===== src/rtl/drop_gate.sv =====
`default_nettype none
// ----------------------------------------------------------------------------
// drop_gate : discards whole packets whose masked drop causes are set, forwards
// the rest on a registered stream. Optional macro DROP_GATE_PER_CAUSE_CNT_EN.
// Revision : 1.0
// ----------------------------------------------------------------------------
module drop_gate #(
  parameter int C_M_AXIS_DATA_WIDTH  = 256,
  parameter int C_S_AXIS_DATA_WIDTH  = 256,
  parameter int C_M_AXIS_TUSER_WIDTH = 128,
  parameter int C_S_AXIS_TUSER_WIDTH = 128,
  parameter int NUM_CAUSES           = 5
) (
  input  logic                                AXI_ACLK,
  input  logic                                AXI_RESETN,
  input  logic [C_S_AXIS_DATA_WIDTH-1:0]      S_AXIS_TDATA,
  input  logic [C_S_AXIS_DATA_WIDTH/8-1:0]    S_AXIS_TSTRB,
  input  logic [C_S_AXIS_TUSER_WIDTH-1:0]     S_AXIS_TUSER,
  input  logic                                S_AXIS_TVALID,
  input  logic                                S_AXIS_TLAST,
  output logic                                S_AXIS_TREADY,
  output logic [C_M_AXIS_DATA_WIDTH-1:0]      M_AXIS_TDATA,
  output logic [C_M_AXIS_DATA_WIDTH/8-1:0]    M_AXIS_TSTRB,
  output logic [C_M_AXIS_TUSER_WIDTH-1:0]     M_AXIS_TUSER,
  output logic                                M_AXIS_TVALID,
  output logic                                M_AXIS_TLAST,
  input  logic                                M_AXIS_TREADY,
  input  logic [NUM_CAUSES-1:0]               drop_array,
  input  logic [NUM_CAUSES-1:0]               drop_mask,
  input  logic                                clear_counters,
  output logic [31:0]                         dropped_count,
  output logic [31:0]                         forwarded_count
`ifdef DROP_GATE_PER_CAUSE_CNT_EN
  ,
  output logic [NUM_CAUSES*32-1:0]            cause_count
`endif
);

  localparam logic [1:0] c_idle   = 2'd0;
  localparam logic [1:0] c_decide = 2'd1;
  localparam logic [1:0] c_fwd    = 2'd2;
  localparam logic [1:0] c_drop   = 2'd3;

  logic [1:0]                          r_state;
  logic [C_S_AXIS_DATA_WIDTH-1:0]      r_head_tdata;
  logic [C_S_AXIS_DATA_WIDTH/8-1:0]    r_head_tstrb;
  logic [C_S_AXIS_TUSER_WIDTH-1:0]     r_head_tuser;
  logic                                r_head_tlast;

  logic w_out_free;
  logic w_s_fire;
  logic w_decide;
  logic w_drop;
  logic w_load_head;
  logic w_load_body;

  assign w_out_free  = !M_AXIS_TVALID || M_AXIS_TREADY;
  assign w_s_fire    = S_AXIS_TVALID && S_AXIS_TREADY;
  assign w_decide    = (r_state == c_decide);
  // Single-beat packets carry stale cause flags, so they always pass.
  assign w_drop      = (|(drop_array & drop_mask)) && !r_head_tlast;
  assign w_load_head = w_decide && !w_drop;
  assign w_load_body = (r_state == c_fwd) && w_s_fire;

  always_comb begin
    S_AXIS_TREADY = 1'b0;
    case (r_state)
      c_idle:   S_AXIS_TREADY = w_out_free;
      c_decide: S_AXIS_TREADY = 1'b0;
      c_fwd:    S_AXIS_TREADY = w_out_free;
      c_drop:   S_AXIS_TREADY = 1'b1;
      default:  S_AXIS_TREADY = 1'b0;
    endcase
  end

  always_ff @(posedge AXI_ACLK or negedge AXI_RESETN) begin
    if (!AXI_RESETN) begin
      r_state      <= c_idle;
      r_head_tdata <= '0;
      r_head_tstrb <= '0;
      r_head_tuser <= '0;
      r_head_tlast <= 1'b0;
    end else begin
      case (r_state)
        c_idle: begin
          if (w_s_fire) begin
            r_head_tdata <= S_AXIS_TDATA;
            r_head_tstrb <= S_AXIS_TSTRB;
            r_head_tuser <= S_AXIS_TUSER;
            r_head_tlast <= S_AXIS_TLAST;
            r_state      <= c_decide;
          end
        end
        c_decide: begin
          if (w_drop)            r_state <= c_drop;
          else if (r_head_tlast) r_state <= c_idle;
          else                   r_state <= c_fwd;
        end
        c_fwd, c_drop: begin
          if (w_s_fire && S_AXIS_TLAST) r_state <= c_idle;
        end
        default: r_state <= c_idle;
      endcase
    end
  end

  // IDLE only takes a head when the output register drains, so DECIDE can always load it.
  always_ff @(posedge AXI_ACLK or negedge AXI_RESETN) begin
    if (!AXI_RESETN) begin
      M_AXIS_TVALID <= 1'b0;
      M_AXIS_TDATA  <= '0;
      M_AXIS_TSTRB  <= '0;
      M_AXIS_TUSER  <= '0;
      M_AXIS_TLAST  <= 1'b0;
    end else if (w_load_head) begin
      M_AXIS_TVALID <= 1'b1;
      M_AXIS_TDATA  <= r_head_tdata;
      M_AXIS_TSTRB  <= r_head_tstrb;
      M_AXIS_TUSER  <= r_head_tuser;
      M_AXIS_TLAST  <= r_head_tlast;
    end else if (w_load_body) begin
      M_AXIS_TVALID <= 1'b1;
      M_AXIS_TDATA  <= S_AXIS_TDATA;
      M_AXIS_TSTRB  <= S_AXIS_TSTRB;
      M_AXIS_TUSER  <= S_AXIS_TUSER;
      M_AXIS_TLAST  <= S_AXIS_TLAST;
    end else if (M_AXIS_TREADY) begin
      M_AXIS_TVALID <= 1'b0;
    end
  end

  always_ff @(posedge AXI_ACLK or negedge AXI_RESETN) begin
    if (!AXI_RESETN) begin
      dropped_count   <= '0;
      forwarded_count <= '0;
    end else if (clear_counters) begin
      dropped_count   <= '0;
      forwarded_count <= '0;
    end else begin
      if (w_load_head)          forwarded_count <= forwarded_count + 32'd1;
      if (w_decide && w_drop)   dropped_count   <= dropped_count + 32'd1;
    end
  end

`ifdef DROP_GATE_PER_CAUSE_CNT_EN
  genvar gi;
  for (gi = 0; gi < NUM_CAUSES; gi++) begin : g_cause_cnt
    logic [31:0] r_cnt;
    always_ff @(posedge AXI_ACLK or negedge AXI_RESETN) begin
      if (!AXI_RESETN)
        r_cnt <= '0;
      else if (clear_counters)
        r_cnt <= '0;
      else if (w_decide && w_drop && drop_array[gi] && drop_mask[gi])
        r_cnt <= r_cnt + 32'd1;
    end
    assign cause_count[gi*32 +: 32] = r_cnt;
  end
`endif

endmodule
`default_nettype wire

===== config.mk =====
export PLATFORM = sky130hd
export DESIGN_NAME = drop_gate
export DESIGN_NICKNAME = d
export VERILOG_FILES = /design/src/rtl/drop_gate.sv
export SDC_FILE = /design/constraint.sdc
export NUM_CORES = 2
export LEC_CHECK = 0
export ABC_AREA = 1
export CORE_AREA = 2 2 361 363
export CTS_BUF_LIST = sky130_fd_sc_hd__clkbuf_8
export CTS_CLUSTER_SIZE = 10
export DETAILED_ROUTE_END_ITERATION = 10
export DIE_AREA = 0 0 363 365
export PLACE_DENSITY = 0.57
export SKIP_CTS_REPAIR_TIMING = 1
export SLEW_MARGIN = 20
export SYNTH_ARGS = -nofsm -noshare
export SYNTH_HDL_FRONTEND = slang
export SYNTH_SLANG_ARGS = --single-unit
export TNS_END_PERCENT = 20

===== constraint.sdc =====
create_clock -name AXI_ACLK -period 1.8 [get_ports AXI_ACLK]
set_input_delay 0.27 -clock AXI_ACLK [delete_from_list [all_inputs] [get_ports AXI_ACLK]]
set_output_delay 0.27 -clock AXI_ACLK [all_outputs]
set_load 0.02 [all_outputs]

==> impl_metrics.json <==
{
  "status": "finished, violations left",
  "violations": "setup timing",
  "drive_gt1_share_pct": 12.5,
  "critPathKind": "register to primary output",
  "grt_usage_pct": 19.8,
  "yosysWarnings": 0,
  "hold_path_end": "r_head_tdata[155]",
  "final_nets": 6425,
  "postLayoutCoreUtil_pct": 45.2,
  "period_needed_ns": 2.04,
  "cts_buffers": 161,
  "regToRegSetupSlack_ns": -0.08,
  "synth_cell_type_count": 34,
  "cts_tree": "yes",
  "grt_overflow": 0,
  "core_area_um2": 129000,
  "power_density_nw_per_um2": 1700,
  "gp_congestion": 0.870,
  "drtAntennaViolNets": 0,
  "setup_viol": 213,
  "endpoint_kind": "primary output",
  "place_area_um2": 51300,
  "die_w_um": 363,
  "synthToLayoutAreaGrowth_pct": 48.7,
  "cts_root_buffer": "clkbuf_8",
  "rr_worst_depth": 9,
  "hold_viol": 0,
  "syn_area_um2": 39100,
  "cts.sinks": 901,
  "tightest_slew_ns": 0.513,
  "r2r_end": "M_AXIS_TDATA[140]",
  "timing.max_cap.violations": 0,
  "ioPinCount": 915,
  "route.final.wire_length_um": 137000,
  "clockBufferDepth": 3,
  "irDropWorstVdd_uv": 909,
  "antenna_found_initial": 6,
  "yosys_most_used_dff": "dfrtp_1",
  "regToRegStartpoint": "r_state[0]",
  "firstDrtPassIters": 6,
  "insertion_delay_ns": 0.86,
  "first_global_vias": 34500,
  "worst_hold_startpoint": "S_AXIS_TDATA[155]",
  "max-slew-margin-rel_pct": 65.7,
  "p_leak_uw": 0.0310,
  "finish.instance_area_um2": 58100,
  "max_freq_ghz": 0.491,
  "grt_pass1_wl_um": 204000,
  "synth_edf_count": 0,
  "slew_viol_final": 0,
  "detail_route.vias_per_cell": 4.67,
  "post-route-period-util_pct": 113,
  "row_count": 132,
  "clk_transition_reported_paths_ns": 0.06,
  "synth_seq_cells": 901,
  "dr.first_iter.drc_count": 2887,
  "rsz0062_at_grt": "yes",
  "wire_per_inst_um": 17.6,
  "hold_depth": 3,
  "dieHeight_um": 365,
  "io_buffers": 914,
  "cp-start-kind": "register",
  "die-area_um2": 132000,
  "required_ns": 1.53,
  "cp_max_fo": 5,
  "htreeDepth": 4,
  "setup_ws_ns": -0.236,
  "yosysSeqAreaShare_pct": 57.7,
  "syn_inst": 4721,
  "hold_class": "input pin to register",
  "grt_max_degree": 79,
  "start_util_pct": 30.4,
  "vias": 36400,
  "syn_nets": 5155,
  "arrival_ns": 1.77,
  "drc_errors": 0,
  "avgSynthCellArea_um2": 8.28,
  "dp_hpwl_um": 96600,
  "finClkSkew_ns": 0.0187,
  "synthArstFlopShare_pct": 100
}
## worst max-delay path, cell delays in order (launching register included)
cell and delay (ns):
dfrtp_1 0.37, inv_4 0.07, nor2_4 0.14, inv_1 0.07, nand2_1 0.06, inv_1 0.05, buf_4 0.16
## where the power goes
group | internal [uW] | leakage, uW | switching, uW
registers | 30000 | 0.0109 | 6100
logic | 18000 | 0.0182 | 25300
clock network | 10400 | 0.00190 | 8900
## placed cells by master, fill, tap and decap left out, types with 53 or more instances in the layout
master and n:
nand3_1 53, dfrtp_1 838, o21ai_0 979, buf_4 225, o21ai_1 287, dlymetal6s2s_1 313
clkdlybuf4s50_1 430, nand2_1 1501, dfrtp_2 63, buf_12 62, dlygate4sd3_1 201, buf_6 146
inv_1 546, nor2_1 129, clkbuf_8 204
## cells in the mapped netlist (3+ instances only)
cell	number	area (um^2)
o21ai_1	287	1440
nand2_2	5	31.3
buf_6	11	124
nand2_1	1502	5640
clkbuf_2	34	170
nor3b_1	4	30.0
a21oi_1	15	75.1
nor3_1	9	45.0
clkbuf_1	143	537
nor2_1	132	495
or2_2	3	18.8
nand4_1	22	138
inv_1	484	1820
nand3_1	53	265
buf_1	4	15.0
o21bai_1	7	52.6
dfrtp_1	901	22500
buf_2	88	440
xor2_1	6	52.6
o21ai_0	979	4900
buf_4	13	97.6
## per-layer routing
metal / vias to the layer above / part of all wire (%) / GRT usage (%)
met5: - / 0.025 / 0
met4: 6 / 3.3 / 7.96
met3: 255 / 7.5 / 5.71
met2: 1235 / 47 / 31.3
met1: 17200 / 42 / 25.4
li1: 17600 / - / -
## worst max path at each step
| stage | from | endpoint |
|---|---|---|
| 6_report | r_state[0] | S_AXIS_TREADY |
| 5_1_grt | r_state[0] | S_AXIS_TREADY |
| 4_1_cts | r_state[1] | S_AXIS_TREADY |
| 3_5_place_dp | drop_array[2] | M_AXIS_TUSER[64] |
| 3_3_place_gp | drop_array[2] | M_AXIS_TUSER[64] |
| 2_1_floorplan | forwarded_count[1] | forwarded_count[20] |
## logic make-up after synthesis
family / after synthesis / synth area share (%)
AND/OR/NAND/NOR: 1736 / 17.2
AO/OA/AOI/OAI: 1295 / 16.7
flip-flops: 901 / 57.7
buffers and inverters: 779 / 8.21
XOR/XNOR: 8 / 0.179
adder cells (fa/ha/maj): 2 / 0.0640
## final cells by class
class / count / area [um^2]
diodes: 4 / 10.0
clock buffers: 204 / 2810
clock inverters: 81 / 427
fillers: 12400 / 70500
inverters: 486 / 1830
multi-input cells: 3041 / 13400
flip-flops and latches: 901 / 22600
well taps: 1675 / 2100
repair buffers: 1400 / 14900
## flip-flops by register name, summed over array words and instances (netlist names)
name / flops
M_AXIS_TDATA: 256
M_AXIS_TLAST: 1
M_AXIS_TSTRB: 32
M_AXIS_TUSER: 128
M_AXIS_TVALID: 1
dropped_count: 32
forwarded_count: 32
r_head_tdata: 256
r_head_tlast: 1
r_head_tstrb: 32
r_head_tuser: 128
r_state: 2
## metrics by stage
step	setup TNS (ns)	power, uW	hold slack (ns)	worst slack [ns]	std cells
3_5_place_dp	-197.94	79600	0.187	-0.407	7216
2_1_floorplan	0	58300	-0.0256	0.107	4721
3_3_place_gp	-176.40	78800	0.178	-0.397	7216
6_report	-8.29	98700	0.00489	-0.236	7792
4_1_cts	-222.68	99500	-0.800	-0.932	7501
5_1_grt	-58.50	106000	-0.0256	-0.360	7792
Power figures use the tool's default switching activity.
